$ cat src/rtl/cpu_pkg.sv
// Shared CPU constants: register-file geometry and write-back requester indices.
package cpu_pkg;

   localparam int REG_AW = 5;
   localparam int REG_DW = 32;
   localparam logic [REG_AW-1:0] REG_ZERO = '0;

   localparam int WB_ALU    = 0;
   localparam int WB_LOAD   = 1;
   localparam int WB_MULDIV = 2;

endpackage

$ cat src/rtl/rr_arbiter.sv
// Combinational round-robin arbiter: first set request at or after ptr wins.
module rr_arbiter
   import cpu_pkg::*;
#(
   parameter int NREQ = 3,
   parameter int PW   = $clog2(NREQ)
) (
   input  logic [NREQ-1:0] req,
   input  logic [PW-1:0]   ptr,
   output logic [NREQ-1:0] grant
);

   logic [PW:0] idx;
   logic        found;

   always_comb begin
      grant = '0;
      found = 1'b0;
      idx   = '0;
      for (int k = 0; k < NREQ; k++) begin
         // One spare bit so ptr+k cannot overflow before the modulo fold.
         idx = {1'b0, ptr} + (PW+1)'(k);
         if (idx >= (PW+1)'(NREQ)) idx = idx - (PW+1)'(NREQ);
         if (!found && req[idx[PW-1:0]]) begin
            grant[idx[PW-1:0]] = 1'b1;
            found              = 1'b1;
         end
      end
   end

endmodule

$ cat src/rtl/wb_port_arbiter.sv
// Register-file write-back controller: round-robin shares the single write
// port among NREQ producers and tracks pending writes for RAW stall checks.
module wb_port_arbiter
   import cpu_pkg::*;
#(
   parameter int NREQ = 3,
   parameter int DW   = REG_DW,
   parameter int AW   = REG_AW
) (
   input  logic               clk,
   input  logic               reset,
   input  logic [NREQ-1:0]    req_valid,
   input  logic [NREQ*AW-1:0] req_addr,
   input  logic [NREQ*DW-1:0] req_data,
   output logic [NREQ-1:0]    req_ready,
   input  logic               claim_valid,
   input  logic [AW-1:0]      claim_addr,
   input  logic [AW-1:0]      q_addr1,
   input  logic [AW-1:0]      q_addr2,
   output logic               q_busy1,
   output logic               q_busy2,
   output logic               we,
   output logic [AW-1:0]      waddr,
   output logic [DW-1:0]      win
);

   localparam int PW = $clog2(NREQ);
   localparam int NR = 2**AW;

   logic [PW-1:0]   rr_ptr;
   logic [NREQ-1:0] grant;
   logic            hs;
   logic [PW-1:0]   gidx;
   logic [AW-1:0]   sel_addr;
   logic [DW-1:0]   sel_data;
   logic [NR-1:0]   busy;
   logic [NR-1:0]   busy_nxt;

   rr_arbiter #(.NREQ(NREQ), .PW(PW)) u_rr (
      .req   (req_valid),
      .ptr   (rr_ptr),
      .grant (grant)
   );

   assign req_ready = grant;
   assign hs        = |grant;

   always_comb begin
      gidx     = '0;
      sel_addr = '0;
      sel_data = '0;
      for (int i = 0; i < NREQ; i++) begin
         if (grant[i]) begin
            gidx     = PW'(i);
            sel_addr = req_addr[i*AW +: AW];
            sel_data = req_data[i*DW +: DW];
         end
      end
   end

   // Clear is applied before set so a same-edge claim keeps the register pending.
   always_comb begin
      busy_nxt = busy;
      if (we) busy_nxt[waddr] = 1'b0;
      if (claim_valid && claim_addr != AW'(REG_ZERO)) busy_nxt[claim_addr] = 1'b1;
      busy_nxt[0] = 1'b0;
   end

   always_ff @(posedge clk or negedge reset) begin
      if (!reset) begin
         we     <= 1'b0;
         waddr  <= '0;
         win    <= '0;
         rr_ptr <= '0;
         busy   <= '0;
      end else begin
         busy <= busy_nxt;
         if (hs) begin
            we     <= (sel_addr != AW'(REG_ZERO));
            waddr  <= sel_addr;
            win    <= sel_data;
            rr_ptr <= (gidx == PW'(NREQ-1)) ? '0 : gidx + 1'b1;
         end else begin
            we <= 1'b0;
         end
      end
   end

   assign q_busy1 = busy[q_addr1];
   assign q_busy2 = busy[q_addr2];

endmodule

$ cat config.mk
export PLATFORM = sky130hd
export DESIGN_NAME = wb_port_arbiter
export DESIGN_NICKNAME = d
export VERILOG_FILES = /design/src/rtl/cpu_pkg.sv /design/src/rtl/rr_arbiter.sv /design/src/rtl/wb_port_arbiter.sv
export SDC_FILE = /design/constraint.sdc
export NUM_CORES = 1
export LEC_CHECK = 0
export CAP_MARGIN = 20
export CORE_AREA = 2 2 73 145
export DETAILED_ROUTE_END_ITERATION = 16
export DIE_AREA = 0 0 75 147
export PLACE_DENSITY_LB_ADDON = 0.1
export SYNTH_ARGS = -nofsm -noshare
export SYNTH_HDL_FRONTEND = slang
export SYNTH_SLANG_ARGS = --single-unit
$ cat constraint.sdc
create_clock -name clk -period 7.6 [get_ports clk]
set_input_delay 1.52 -clock clk [delete_from_list [all_inputs] [get_ports clk]]
set_output_delay 1.52 -clock clk [all_outputs]
set_load 0.02 [all_outputs]
==> results_dict.tcl <==
set metrics [dict create \
    clk_pin_slew_ps 50 \
    dr.pass1.iters 5 \
    finalMaxSlewViolations 0 \
    cp_max_fo 9 \
    ys_seq_area_share_pct 45.3 \
    hold_buffers 0 \
    synth-async-reset-ratio_pct 100 \
    synth_edf_count 0 \
    clk_latency_ps 330 \
    max_freq_mhz 175 \
    core_um2 9950 \
    drc 0 \
    netlist_area_um2 3920 \
    wl_per_cell_um 18.4 \
    grt_max_degree 72 \
    diodes 0 \
    syn_to_final_growth_pct 55.4 \
    cp.required_ps 6080 \
    worstSetupEndpointType "output pin" \
    synth_top_area_share_pct 45.3 \
    synth_nets 527 \
    crit_chain "clkdlybuf4s50_1 -> mux4_2 -> mux4_2 -> mux2_2 -> clkdlybuf4s50_1" \
    synthTopCellsByArea "dfrtp_1, o22ai_1, mux4_2" \
    min_path_type "reg2reg" \
    ys_ff_latch 71 \
    fin_tns_setup_ps 0 \
    clock_path_buffers 2 \
    maxSlewHeadroom_pct 40.0 \
    slowest_stage "clkdlybuf4s50_1" \
    power_density_nw_per_um2 466 \
    cap_viol_max_count 0 \
    drtIter0Drc 388 \
    dpl.hpwl_mm 8.87 \
    dieArea_um2 11000 \
    ys_warn_count 0 \
    arrival_ps 4210 \
    row_count 52 \
    chipWidth_um 75 \
    power.leakage_nw 2.26 \
    gp_congestion 0.853 \
    syn_avg_cell_area_um2 10.0 \
    grt_overflow 0 \
    cts_sinks 71 \
    io_pins 175 \
    synth_cell_types 37 \
    ant_nets 0 \
    cp-start-kind "primary input" \
    timing.final.crit_share_pct 75.4 \
    grt_usage_pct 24.5 \
    drt-total-wl_mm 12.7 \
    cp_num_buf_inv 2 \
    grt_pass1_wl_mm 20.7 \
    portBuffers 174 \
    critical_path_class "in2out" \
    antenna_found_initial 0 \
    final-setup-viol-count 0 \
    worstMarginPinSlew_ps 900 \
    cp_top_family "multiplexers" \
    avgViaCountPerCell 5.70 \
    outcome "complete, no violations" \
    finClkSkew_ps 4.89 \
    cts_root_buf "clkbuf_16" \
    grt_pass1_vias 3971 \
    vias 3945 \
    numCtsBuffers 9 \
    ys.flop_type "dfrtp_1" \
    cts_resized 0 \
    yosys.area.top_type "dfrtp_1" \
    rsz0062_at_grt "false" \
    cts_tree "done" \
    power_w 0.00284 \
    start_util_pct 39.4 \
    ir_drop_mv 0.313 \
    netlist_instances 391 \
    final_layout_size_suffix_gt1_share_pct 9.34 \
    n_fill_cell 847 \
    cts_setup_buffers 0 \
    cts_max_level 3 \
    fin_crit_ps 5730 \
    max_stage_delay_ps 770 \
    die_h_um 147 \
    hold_violations 0 \
    nNetsFinal 688 \
]
through the flow:
stage	std cells	setup WS, ps	hold WS (ps)	instance area (um^2)	utilization [%]
final	692	1870	530	6090	61.2
after floorplan	391	2890	481	3920	-
after CTS	692	1860	536	6090	61.2
after global routing	692	1800	571	6090	61.2
after global placement	675	1910	522	5740	57.6
after detailed placement	676	1900	524	5770	57.9
final cells by class:
| type | instances | area (um^2) | share of cell area (%) |
|---|---|---|---|
| Sequential cell | 71 | 1780 | 29.2 |
| Inverter | 6 | 22.5 | 0.370 |
| Timing Repair Buffer | 179 | 1790 | 29.5 |
| Multi-Input combinational cell | 285 | 2000 | 32.9 |
| Clock buffer | 13 | 260 | 4.27 |
| Tap cell | 135 | 169 | 2.77 |
| Clock inverter | 3 | 65.1 | 1.07 |
Yosys cell counts (2+ instances only):
master	instances
a211oi_1	2
a21o_1	2
a21oi_1	38
a221o_1	3
and3_1	2
buf_1	3
buf_2	8
clkbuf_1	18
dfrtp_1	71
ha_1	4
inv_1	4
inv_2	2
mux2_2	4
mux2i_1	3
mux4_2	18
nand2_1	18
nand3_1	11
nand3b_1	10
nand4_1	2
nor2_1	12
nor2b_1	3
nor3_1	2
o21ai_0	66
o22ai_1	65
or3_1	5
or3b_2	4
worst paths after layout:
check                                 startpoint  slack (ps)                   to  depth (start not counted)
max                                   q_addr1[0]        1870              q_busy1                          5
max in group asynchronous                  reset        5610   busy[31]$_DFF_PN0_                          2
min in group asynchronous                  reset        1390  win[19]$_DFFE_PN0P_                          2
max reg2reg                rr_ptr[0]$_DFFE_PN0P_        4400   win[9]$_DFFE_PN0P_                         11
min reg2reg                   busy[23]$_DFF_PN0_         530   busy[23]$_DFF_PN0_                          2
min                           busy[23]$_DFF_PN0_         530   busy[23]$_DFF_PN0_                          2
flip-flops by register name (all words and copies together) (netlist names):
signal and count:
rr_ptr 2, we 1, win 32, waddr 5, busy 31
layout by cell type, fill, tap and decap left out, types with 2 or more instances in the layout:
master / instances
clkdlybuf4s50_1: 173
dfrtp_1: 71
o21ai_0: 66
o22ai_1: 65
a21oi_1: 38
nand2_1: 18
mux4_2: 18
nor2_1: 11
nand3_1: 11
nand3b_1: 10
clkbuf_16: 9
or3_1: 5
or3b_2: 4
inv_1: 4
mux2_2: 4
ha_1: 4
buf_4: 4
mux2i_1: 3
nor2b_1: 3
a221o_1: 3
a211oi_1: 2
inv_2: 2
and3_1: 2
nand4_1: 2
nor3_1: 2
a21o_1: 2
clkbuf_1: 2
bufinv_16: 2
clkbuf_8: 2
tightest hold or removal path, stage by stage, from the launching register on:
cell and delay (ps):
dfrtp_1 350, o21ai_0 80, o21ai_0 60
layer usage:
metal	vias to the layer above	track usage [%]	wire, um	part of all wire (%)
met1	1878	34.3	5350	42
li1	1857	-	-	-
met4	0	10.2	438	3.4
met3	33	6.79	1040	8.1
met2	177	35.5	5920	46
met5	-	0	0	0
where the power goes:
part | total, W | switching (W) | internal, W
clock network | 0.000461 | 0.000156 | 0.000305
registers | 0.000741 | 0.000157 | 0.000584
logic | 0.00164 | 0.000885 | 0.000753
total | 0.00284 | 0.00120 | 0.00164
logic make-up (layout without fill, tap and decap cells):
| family | Yosys count | in the layout | synth area share, % |
|---|---|---|---|
| compound gates | 183 | 183 | 27.4 |
| simple gates | 73 | 73 | 10.1 |
| flops | 71 | 71 | 45.3 |
| buf+inv | 35 | 201 | 3.61 |
| mux | 25 | 25 | 12.3 |
| fa+ha+maj | 4 | 4 | 1.28 |
Note: power is estimated with default switching activity, not from simulation.
